### src/rtl/li_rr_arbiter.sv
// Round-robin arbiter folding NumInputs valid/bp channels into one registered output slot.
// Define LI_ARB_PKT_LOCK_EN to hold the grant on one input until its last beat (adds in_last/out_last).
module li_rr_arbiter #(
  parameter int Width     = 8,
  parameter int NumInputs = 4,
  parameter int IdxWidth  = 2
) (
  input  logic                       clk,
  input  logic                       resetn,
  input  logic [NumInputs*Width-1:0] in_data,
  input  logic [NumInputs-1:0]       in_valid,
  output logic [NumInputs-1:0]       in_bp,
`ifdef LI_ARB_PKT_LOCK_EN
  input  logic [NumInputs-1:0]       in_last,
  output logic                       out_last,
`endif
  output logic [Width-1:0]           out_data,
  output logic [IdxWidth-1:0]        out_idx,
  output logic                       out_valid,
  input  logic                       out_bp
);

  logic [Width-1:0]    data_p1;
  logic [IdxWidth-1:0] idx_p1;
  logic                vld_p1;
  logic [IdxWidth-1:0] ptr_q;

  logic                can_accept;
  logic                rr_any;
  logic [IdxWidth-1:0] rr_idx;
  logic                sel_any;
  logic [IdxWidth-1:0] sel_idx;
  logic [IdxWidth-1:0] nxt_ptr;
  logic [Width-1:0]    sel_data;
  logic [NumInputs-1:0] gnt;

  // Scan from the farthest candidate back to ptr so the closest valid input wins.
  always_comb begin
    rr_any = 1'b0;
    rr_idx = '0;
    for (int k = NumInputs - 1; k >= 0; k--) begin
      int j;
      j = int'(ptr_q) + k;
      if (j >= NumInputs) j = j - NumInputs;
      if (in_valid[j]) begin
        rr_any = 1'b1;
        rr_idx = IdxWidth'(j);
      end
    end
  end

`ifdef LI_ARB_PKT_LOCK_EN
  logic                lock_q;
  logic [IdxWidth-1:0] lock_idx_q;
  logic                last_p1;
  logic                sel_last;

  assign sel_idx  = lock_q ? lock_idx_q : rr_idx;
  assign sel_any  = lock_q ? in_valid[lock_idx_q] : rr_any;
  assign sel_last = in_last[sel_idx];
  assign out_last = last_p1;
`else
  assign sel_idx = rr_idx;
  assign sel_any = rr_any;
`endif

  always_comb begin
    sel_data = '0;
    gnt      = '0;
    for (int i = 0; i < NumInputs; i++) begin
      if (sel_idx == IdxWidth'(i)) begin
        sel_data = in_data[i*Width +: Width];
        gnt[i]   = sel_any;
      end
    end
  end

  // Wrap at NumInputs so a non-power-of-two count never points past the last input.
  assign nxt_ptr    = (sel_idx == IdxWidth'(NumInputs - 1)) ? '0 : sel_idx + IdxWidth'(1);
  assign can_accept = ~vld_p1 | ~out_bp;
  assign in_bp      = ~({NumInputs{can_accept}} & gnt);

  // Stage p1: output slot capture
  always_ff @(posedge clk or negedge resetn) begin
    if (!resetn) begin
      data_p1 <= '0;
      idx_p1  <= '0;
      vld_p1  <= 1'b0;
      ptr_q   <= '0;
`ifdef LI_ARB_PKT_LOCK_EN
      last_p1    <= 1'b0;
      lock_q     <= 1'b0;
      lock_idx_q <= '0;
`endif
    end else if (can_accept) begin
      if (sel_any) begin
        data_p1 <= sel_data;
        idx_p1  <= sel_idx;
        vld_p1  <= 1'b1;
`ifdef LI_ARB_PKT_LOCK_EN
        last_p1    <= sel_last;
        lock_q     <= ~sel_last;
        lock_idx_q <= sel_idx;
        if (sel_last) ptr_q <= nxt_ptr;
`else
        ptr_q   <= nxt_ptr;
`endif
      end else begin
        vld_p1 <= 1'b0;
      end
    end
  end

  assign out_data  = data_p1;
  assign out_idx   = idx_p1;
  assign out_valid = vld_p1;

endmodule

### config.mk
export PLATFORM = sky130hd
export DESIGN_NAME = li_rr_arbiter
export DESIGN_NICKNAME = d
export VERILOG_FILES = /design/src/rtl/li_rr_arbiter.sv
export SDC_FILE = /design/constraint.sdc
export NUM_CORES = 1
export LEC_CHECK = 0
export BUFFER_PORTS_ARGS = -buffer_cell sky130_fd_sc_hd__buf_2
export CAP_MARGIN = 20
export CORE_MARGIN = 5
export CORE_UTILIZATION = 47
export CTS_CLUSTER_SIZE = 14
export DETAILED_ROUTE_END_ITERATION = 8
export PLACE_DENSITY_LB_ADDON = 0.08
export SYNTH_ARGS = -nofsm -noshare
export SYNTH_HDL_FRONTEND = slang
export SYNTH_SLANG_ARGS = --single-unit
### constraint.sdc
create_clock -name clk -period 4.81 [get_ports clk]
set_input_delay 0.962 -clock clk [delete_from_list [all_inputs] [get_ports clk]]
set_output_delay 0.962 -clock clk [all_outputs]
set_load 0.01 [all_outputs]
==> results of run 1 <==
## cells in the mapped netlist (2+ instances only)
master	n
buf_2	3
a21oi_1	6
a211o_1	7
a221oi_1	8
buf_4	2
a21oi_2	11
nor2b_1	4
nor2_2	4
inv_1	9
ha_1	4
o21ai_1	3
dfrtp_1	13
nand2_1	13
nor2_1	6
## how the worst max path moves through the flow
stage	endpoint	startpoint	depth (start not counted)
after floorplan	in_bp[3]	in_valid[2]	8
after global placement	in_bp[3]	in_valid[2]	8
after detailed placement	in_bp[3]	in_valid[2]	8
after CTS	in_bp[3]	in_valid[2]	8
after global routing	in_bp[3]	in_valid[2]	8
final	in_bp[3]	in_valid[2]	8
## routing by layer
layer / share of wire, % / wire, um / vias up
met2: 44 / 1086 / 37
met5: 0 / 0 / -
met1: 47 / 1149 / 430
met4: 1.0 / 25 / 0
li1: - / - / 475
met3: 7.9 / 193 / 4
## flip-flops by register name, summed over array words and instances, names as in the netlist
name and flops:
ptr_q 2, out_data 8, out_idx 2, out_valid 1
## report_power, final
group / internal [uW] / leakage [uW] / total [uW] / switching (uW)
registers: 158 / 0.000149 / 190 / 32.4
logic: 162 / 0.000447 / 357 / 195
clock network: 32.2 / 0.0000150 / 68.6 / 36.4
total: 352 / 0.000612 / 616 / 264
## critical path: cells and delay by family
kind | cells | cell delay, ns
AOI/OAI and AO/OA | 2 | 0.33
buffers and inverters | 3 | 0.37
and+or+nand+nor | 2 | 0.30
adders and majority gates | 1 | 0.57
## metrics by stage
| step | hold WS, ns | util (%) | instances | setup slack (ns) | total power (uW) |
|---|---|---|---|---|---|
| floorplan | 0.5047 | - | 105 | 1.691 | 449.4 |
| global placement | 0.4828 | 61.73 | 178 | 1.349 | 545.4 |
| detailed placement | 0.4801 | 61.73 | 178 | 1.261 | 554.4 |
| CTS | 0.5008 | 63.07 | 182 | 1.257 | 622.6 |
| global route | 0.5445 | 63.07 | 182 | 1.126 | 672.0 |
| finish | 0.4936 | 63.07 | 182 | 1.302 | 616.0 |
## final cells by class
type	instances	share of cell area, %
Inverter	10	3.033
Clock buffer	4	2.123
Sequential cell	13	26.29
Tap cell	27	2.730
Multi-Input combinational cell	75	44.39
Timing Repair Buffer	53	21.44
## kinds of logic (layout without fill, tap and decap cells)
family	after synthesis	count (layout)
compound gates	39	39
fa+ha+maj	4	4
flops	13	13
mux	1	1
buf+inv	17	67
simple gates	31	31
==> run_results.csv, run 1 <==
group,metric,value,unit
outcome,status,"finished clean",
critical_path,regToRegSetupSlack,2.44,ns
die,die_w,55.22,um
global_route,gr-total-overflow,0,
synth,yosys_warnings,0,
critical_path,crit_fanout,17,
drt,viasPerCell,5.198,
critical_path,cp.arrival,2.55,ns
die,num_rows,16,
synth,synthArstFlopShare,100.0,%
cells_and_area,area.sequential,325.3,um2
clock_tree,cts-hold-fix-buffers,0,
synth,synth_top_area_share,33.85,%
cells_and_area,num-fill-cells,201,
drt,route.detailed.drc,0,
clock_tree,root_buffer,"clkbuf_4",
placement,place_area,1211,um2
synth,ys_types,26,
synth,seq_area_frac_synth,33.85,%
cells_and_area,nets,199,
global_route,grtUsageTotal,16.60,%
power_and_ir_drop,powerDensity,497.8,nW/um2
synth,synth_top_area_cell,"dfrtp_1",
synth,synth_fa_ha_area_share,5.208,%
global_route,grt_util_met1,21.01,%
worst_hold_path,hold_path_startpoint,"out_idx[0]$_DFFE_PN0P_",
clock_tree,cts_resized,0,
sta,finalCritPeriodShare,72.93,%
power_and_ir_drop,leakage,0.0006118,uW
die,fp.dieH,55.22,um
sta,rsz0062_at_grt,"no",
synth,netlist_area,960.9,um2
clock_tree,clk_pin_slew,0.08,ns
sta,fin_worst_skew,0.002050,ns
critical_path,start_kind,"input pin",
worst_hold_path,whs_path_depth,2,
sta,finalHoldViolCount,0,
sta,worst_pin_slew,0.7848,ns
global_route,met3_usage,5.128,%
cells_and_area,mostFrequentLayoutCells,"53 x buf_2, 13 x nand2_1, 13 x dfrtp_1, 11 x a21oi_2, 9 x inv_1",
sta,slew-limit-headroom,47.68,%
die,boundaryPins,54,
clock_tree,clock_path_buffers,2,
critical_path,end_kind,"output pin",
clock_tree,clk_latency,0.27,ns
synth,synth_cells,105,
synth,synth_compound_area_share,32.81,%
critical_path,critPathMaxStageDelay,0.57,ns
drt,vias,946,
synth,muxShareOfSynthArea,1.172,%
global_route,globalRouteMet2Util,27.36,%
sta,period_minus_slack,3.508,ns
drt,wl_per_cell,13.48,um
run,cap_violations,0,
drt,dr.first_iter.drc_count,19,
power_and_ir_drop,vdd_drop_max,0.3370,mV
drt,drt_wl_total,2454,um
die,dieArea,3049,um2
clock_tree,htreeDepth,1,
die,initial_core_util,48.98,%
critical_path,worstRegToRegCells,9,
cells_and_area,area_delta_synth_final,28.78,%
critical_path,r2r_end,"out_data[1]$_DFFE_PN0P_",
clock_tree,cts_sinks,13,
cells_and_area,multi_input_area,549.3,um2
critical_path,cp.required,3.85,ns
synth,synthSimpleGateAreaFrac,17.97,%
sta,slew_violations,0,
global_route,grt_pass1_vias,946,
critical_path,r2r-start,"ptr_q[0]$_DFFE_PN0P_",
placement,gp_congestion,0.7600,
placement,port-buffer-count,53,
placement,hpwlAfterDp,1910,um
global_route,antenna_found_initial,0,
synth,syn_area_per_cell,9.152,um2
critical_path,cp_common_cell,"buf_2",
global_route,grt_max_degree,18,
clock_tree,cts_buffers,3,
drt,detail-route-antenna-nets,0,
worst_hold_path,holdPathEnd,"out_idx[0]$_DFFE_PN0P_",
cells_and_area,fin_area,1237,um2
synth,synth_xor_area_share,0,%
synth,synth_area_leaders,"dfrtp_1 34%, a21oi_2 10%, a221oi_1 7.3%",
global_route,grt_pass1_wl,4243,um
sta,max_freq,285.1,MHz
synth,synth_seq_cells,13,
clock_tree,cts_tree,"yes",
critical_path,critPathKind,"input pin to output pin",
critical_path,crit_slowest_cell,"ha_1",
sta,setup_tns,0,ns
synth,synthFlopType,"dfrtp_1",
sta,setup_viol,0,
critical_path,path_cells,"buf_2, nor2b_1, a211oi_1, o21bai_1, inv_2, ha_1, nand2_1, buf_2",
cells_and_area,final_common_cell,"buf_2",
die,core,1962,um2
clock_tree,cts_setup_buffers,0,
global_route,grt-busiest-layer,"met2",
synth,synth-edff-count,0,
drt,drt-pass1-iter-count,4,
cells_and_area,drive_above_1_share,50.32,%
cells_and_area,diodes,0,
synth,synth_top_family_by_area,"compound AO/OA/AOI/OAI gates",
worst_hold_path,hold_class,"flip-flop to flip-flop",
synth,syn_nets,148,
(Power assumes the default switching activity.)
==> run 2: changes to the inputs <==
Settings changed: ABC_AREA set to 1, CORE_ASPECT_RATIO set to 1.75, CORE_UTILIZATION 47 to 45.
Clock period 4.81 ns to 3.7 ns, I/O delays scaled along.
==> run_results.csv, run 2 <==
group,metric,value,unit
outcome,status,"finished clean",
synth,syn_nets,214,
clock_tree,clock_path_buffers,2,
global_route,grt_pass1_vias,1229,
drt,viasPerCell,4.955,
clock_tree,htreeDepth,1,
drt,route.detailed.drc,0,
synth,synth.top_cells.by_count,"88 x nand2_1, 17 x o21ai_0, 13 x dfrtp_1, 11 x inv_1",
global_route,antenna_found_initial,0,
synth,synthArstFlopShare,100.0,%
critical_path,end_kind,"output pin",
drt,dr.first_iter.drc_count,16,
cells_and_area,final_cell_count_no_fill,246,
cells_and_area,num-fill-cells,239,
critical_path,cp.arrival,2.36,ns
critical_path,start_kind,"flip-flop",
drt,wl_per_cell,12.06,um
global_route,gr-total-overflow,0,
clock_tree,clk_pin_slew,0.05,ns
power_and_ir_drop,leakage,0.0008091,uW
placement,place_inst,242,
drt,drt-pass1-iter-count,4,
power_and_ir_drop,power_frac_seq,17.9,%
sta,period_minus_slack,3.097,ns
clock_tree,cts_resized,0,
cells_and_area,nets,265,
drt,drt_wl_total,2966,um
power_and_ir_drop,powerDensity,1106,nW/um2
cells_and_area,largest_reg_flops,8,
synth,synth_seq_cells,13,
synth,seq_area_frac_synth,30.52,%
sta,finalCritPeriodShare,83.69,%
synth,ys_types,19,
die,num_rows,23,
sta,setup_viol,0,
sta,whs,0.3759,ns
placement,pre_cts_ws,0.6504,ns
clock_tree,cts_sinks,13,
synth,yosys_warnings,0,
synth,synth_cells,171,
power_and_ir_drop,p_clk_share,8.2,%
worst_hold_path,hold_class,"input pin to asynchronous set/reset pin",
clock_tree,root_buffer,"clkbuf_8",
cells_and_area,mostFrequentLayoutCells,"88 x nand2_1, 53 x buf_2, 17 x o21ai_0, 13 x dfrtp_1, 11 x inv_1",
die,die_w,46.79,um
drt,vias,1219,
sta,slew_violations,0,
clock_tree,cts_buffers,3,
sta,setup_ws,0.6033,ns
placement,port-buffer-count,53,
synth,synth-edff-count,0,
clock_tree,cts-hold-fix-buffers,0,
sta,setup_tns,0,ns
cells_and_area,diodes,0,
die,boundaryPins,54,
power_and_ir_drop,netSwitchingFraction,54.20,%
power_and_ir_drop,p_int,689.6,uW
clock_tree,cts_setup_buffers,0,
sta,worst_pin_slew,0.4501,ns
synth,synth_top_area_share,30.99,%
clock_tree,cts_tree,"yes",
die,dieArea,3480,um2
die,core,2273,um2
cells_and_area,area_delta_synth_final,27.70,%
sta,slew-limit-headroom,69.88,%
sta,finalHoldViolCount,0,
placement,gp_congestion,0.8010,
critical_path,crit_fanout,17,
synth,yosysMostFrequentCell,"nand2_1",
power_and_ir_drop,combPwrFrac,74.0,%
synth,synthFlopType,"dfrtp_1",
sta,max_freq,322.9,MHz
sta,fin_worst_skew,0.0003045,ns
global_route,grt_max_degree,18,
placement,hpwlAfterDp,2493,um
cells_and_area,drive_above_1_share,29.86,%
critical_path,cp.required,2.96,ns
synth,synth_top_area_cell,"nand2_1",
clock_tree,clk_latency,0.24,ns
drt,detail-route-antenna-nets,0,
global_route,grt_pass1_wl,4698,um
die,initial_core_util,46.89,%
power_and_ir_drop,vdd_drop_max,0.5171,mV
synth,synth_area_leaders,"nand2_1 31%, dfrtp_1 31%, o21ai_0 8.0%",
run,cap_violations,0,
die,fp.dieH,74.39,um
critical_path,critPathKind,"flip-flop to output pin",
cells_and_area,final_common_cell,"nand2_1",
power_and_ir_drop,switchingPower,816.1,uW
synth,syn_area_per_cell,6.234,um2
synth,netlist_area,1066,um2
global_route,grtUsageTotal,18.18,%
sta,rsz0062_at_grt,"no",
run 2: routing by layer:
metal  track usage [%]  wire, um
met1             18.66      1001
met2             33.89      1747
met3             3.148       147
met4             7.692        69
met5                 0         0
run 2: critical path, cell delays in order (launching register included):
cell     delay [ns]
dfrtp_1        0.58
inv_6          0.09
nand2_1        0.09
nand2_2        0.07
nand2_1        0.11
nand2_1        0.06
nand2_1        0.09
nand2_1        0.08
nand2_1        0.09
nand2_1        0.09
inv_1          0.10
ha_1           0.42
nand2_1        0.10
buf_2          0.15
run 2: final cells by class:
class	count	area [um2]	area share, %
multi-input cells	137	636.9	46.78
flip-flops and latches	13	325.3	23.90
repair buffers	53	265.3	19.49
inverters	14	57.56	4.228
clock buffers	4	45.04	3.309
well taps	25	31.28	2.298
run 2: stage by stage:
stage | instance area [um2] | utilization (%) | power, uW
2_1_floorplan | 1066 | - | 1112
3_3_place_gp | 1316 | 57.90 | 1364
3_5_place_dp | 1316 | 57.90 | 1397
4_1_cts | 1361 | 59.88 | 1527
5_1_grt | 1361 | 59.88 | 1694
6_report | 1361 | 59.88 | 1506
run 2: cell families (layout without fill, tap and decap cells):
logic type	after synthesis	after routing	synth area share, %
AO/OA/AOI/OAI	27	27	13.97
adder cells (fa/ha/maj)	4	4	4.695
buffers and inverters	21	71	9.742
flip-flops	13	13	30.52
AND/OR/NAND/NOR	106	106	41.08
run 2: power groups by stage:
stage	Clock (uW)	Combinational, uW	Sequential [uW]
2_1_floorplan	0	836	276
3_3_place_gp	0	1100	267
3_5_place_dp	0	1130	268
4_1_cts	127	1130	267
5_1_grt	133	1280	279
6_report	123	1110	269
run 2: final timing paths:
path / startpoint / endpoint / slack (ns) / cells past startpoint
min reg2reg: out_data[4]$_DFFE_PN0P_ / out_data[4]$_DFFE_PN0P_ / 0.48 / 2
max in group asynchronous: resetn / out_idx[1]$_DFFE_PN0P_ / 3.10 / 1
min in group clk: out_data[4]$_DFFE_PN0P_ / out_data[4]$_DFFE_PN0P_ / 0.48 / 2
min: resetn / out_data[6]$_DFFE_PN0P_ / 0.38 / 1
max: ptr_q[0]$_DFFE_PN0P_ / in_bp[3] / 0.60 / 13
max reg2reg: ptr_q[0]$_DFFE_PN0P_ / out_data[0]$_DFFE_PN0P_ / 0.91 / 17
==> run 3: changes to the inputs <==
Settings changed: ABC_AREA 1 to 0, CORE_ASPECT_RATIO 1.75 to unset, CORE_UTILIZATION 45 to 43.
Clock period 3.7 ns to 2.9 ns, I/O delays scaled along.
==> run_results.csv, run 3 (synthesis gave the netlist of run 1 again) <==
group,metric,value,unit
outcome,status,"finished clean",
critical_path,crit_slowest_cell,"ha_1",
clock_tree,clock_path_buffers,2,
die,core,2170,um2
cells_and_area,largest_reg_flops,8,
cells_and_area,nets,203,
clock_tree,clk_latency,0.28,ns
clock_tree,cts_tree,"yes",
drt,wl_per_cell,13.53,um
power_and_ir_drop,p_int,601.6,uW
critical_path,startpoint,"in_valid[2]",
drt,vias,966,
power_and_ir_drop,power_frac_seq,29.9,%
sta,slew-limit-headroom,60.04,%
clock_tree,cts-hold-fix-buffers,0,
critical_path,cp.arrival,1.89,ns
critical_path,worstRegToRegCells,9,
cells_and_area,area_delta_synth_final,32.03,%
cells_and_area,diodes,0,
clock_tree,root_buffer,"clkbuf_4",
sta,period_minus_slack,2.475,ns
power_and_ir_drop,leakage,0.0006322,uW
critical_path,crit_path_end,"in_bp[2]",
sta,worst_pin_slew,0.5993,ns
global_route,grt_pass1_wl,4278,um
clock_tree,cts_buffers,3,
critical_path,end_kind,"output pin",
global_route,grt_max_degree,17,
sta,slew_violations,0,
die,die_w,57.27,um
critical_path,regToRegSetupSlack,0.64,ns
die,num_rows,17,
die,dieArea,3280,um2
drt,dr.first_iter.drc_count,15,
sta,finalHoldViolCount,0,
die,boundaryPins,54,
global_route,antenna_found_initial,0,
critical_path,start_kind,"input pin",
drt,route.detailed.drc,0,
worst_hold_path,hold_class,"input pin to asynchronous set/reset pin",
power_and_ir_drop,switchingPower,443.6,uW
power_and_ir_drop,netSwitchingFraction,42.44,%
clock_tree,cts_setup_buffers,0,
clock_tree,cts_sinks,13,
sta,whs,0.1757,ns
cells_and_area,mostFrequentLayoutCells,"53 x buf_2, 13 x nand2_1, 13 x dfrtp_1, 11 x a21oi_2, 9 x inv_1",
power_and_ir_drop,combPwrFrac,59.0,%
global_route,grt_pass1_vias,984,
critical_path,crit_family,"buffers and inverters",
drt,viasPerCell,5.166,
critical_path,r2r-start,"ptr_q[0]$_DFFE_PN0P_",
cells_and_area,final_common_cell,"buf_2",
sta,finalCritPeriodShare,85.34,%
critical_path,path_cells,"buf_2, nor2b_1, a211oi_1, o21bai_1, inv_2, ha_1, nand2_1, buf_2",
sta,rsz0062_at_grt,"no",
placement,place_inst,183,
critical_path,r2r_end,"out_data[1]$_DFFE_PN0P_",
cells_and_area,final_cell_count_no_fill,187,
power_and_ir_drop,powerDensity,823.8,nW/um2
drt,detail-route-antenna-nets,0,
critical_path,cp_common_cell,"buf_2",
sta,fin_worst_skew,0.005974,ns
cells_and_area,drive_above_1_share,51.57,%
global_route,gr-total-overflow,0,
cells_and_area,fin_area,1269,um2
power_and_ir_drop,p_clk_share,11.0,%
clock_tree,cts_resized,0,
placement,port-buffer-count,53,
clock_tree,clk_pin_slew,0.09,ns
sta,setup_viol,0,
global_route,grtUsageTotal,16.39,%
sta,max_freq,404.1,MHz
drt,drt_wl_total,2531,um
cells_and_area,final_core_util,58.48,%
critical_path,critPathMaxStageDelay,0.34,ns
placement,place_area,1242,um2
critical_path,cp_num_buf_inv,3,
placement,hpwlAfterDp,2017,um
critical_path,cp.required,2.32,ns
critical_path,path_depth,8,
die,fp.dieH,57.27,um
power_and_ir_drop,vdd_drop_max,0.5027,mV
sta,setup_tns,0,ns
placement,gp_congestion,0.7562,
die,initial_core_util,44.29,%
critical_path,critPathKind,"input pin to output pin",
drt,drt-pass1-iter-count,4,
run,cap_violations,0,
critical_path,crit_fanout,9,
clock_tree,htreeDepth,1,
[run 3: how the worst min path moves through the flow]
stage	cells after the start	slack, ns	endpoint
2_1_floorplan	0	0.28	out_data[0]$_DFFE_PN0P_
3_3_place_gp	2	0.47	out_idx[0]$_DFFE_PN0P_
3_5_place_dp	2	0.48	out_idx[0]$_DFFE_PN0P_
4_1_cts	1	0.18	out_data[1]$_DFFE_PN0P_
5_1_grt	1	0.19	out_data[1]$_DFFE_PN0P_
6_report	1	0.18	out_data[1]$_DFFE_PN0P_
[run 3: final cells by class]
class | instances | area [um2]
Fill cell | 218 | 900.9
Multi-Input combinational cell | 75 | 549.3
Sequential cell | 13 | 325.3
Timing Repair Buffer | 57 | 295.3
Inverter | 10 | 37.54
Tap cell | 28 | 35.03
Clock buffer | 4 | 26.28
[run 3: per-layer routing]
layer / GRT usage (%) / up-vias / wire length, um
li1: - / 479 / -
met1: 20.67 / 451 / 1070
met2: 27.41 / 30 / 1270
met3: 2.941 / 6 / 138
met4: 6.954 / 0 / 52
met5: 0 / - / 0
[run 3: power by group through the flow]
stage | sequential, uW | clock, uW | combinational [uW]
2_1_floorplan | 347 | 0 | 398
3_3_place_gp | 313 | 0 | 614
3_5_place_dp | 317 | 0 | 623
4_1_cts | 314 | 123 | 625
5_1_grt | 325 | 134 | 684
6_report | 313 | 115 | 617
[run 3: per-stage QoR]
stage	setup WS [ns]	power (uW)
3_3_place_gp	0.4318	927.5
2_1_floorplan	0.5447	745.4
5_1_grt	0.2835	1142
3_5_place_dp	0.3259	939.5
6_report	0.4253	1045
4_1_cts	0.4156	1062
[run 3: worst reg2reg max path: stages (launching register included)]
cell      delay (ns)
dfrtp_1         0.41
nor2b_1         0.21
nor3b_2         0.08
o22ai_2         0.23
inv_1           0.11
ha_1            0.26
and2b_1         0.34
a221oi_1        0.13
a211o_1         0.29
a21oi_1         0.13
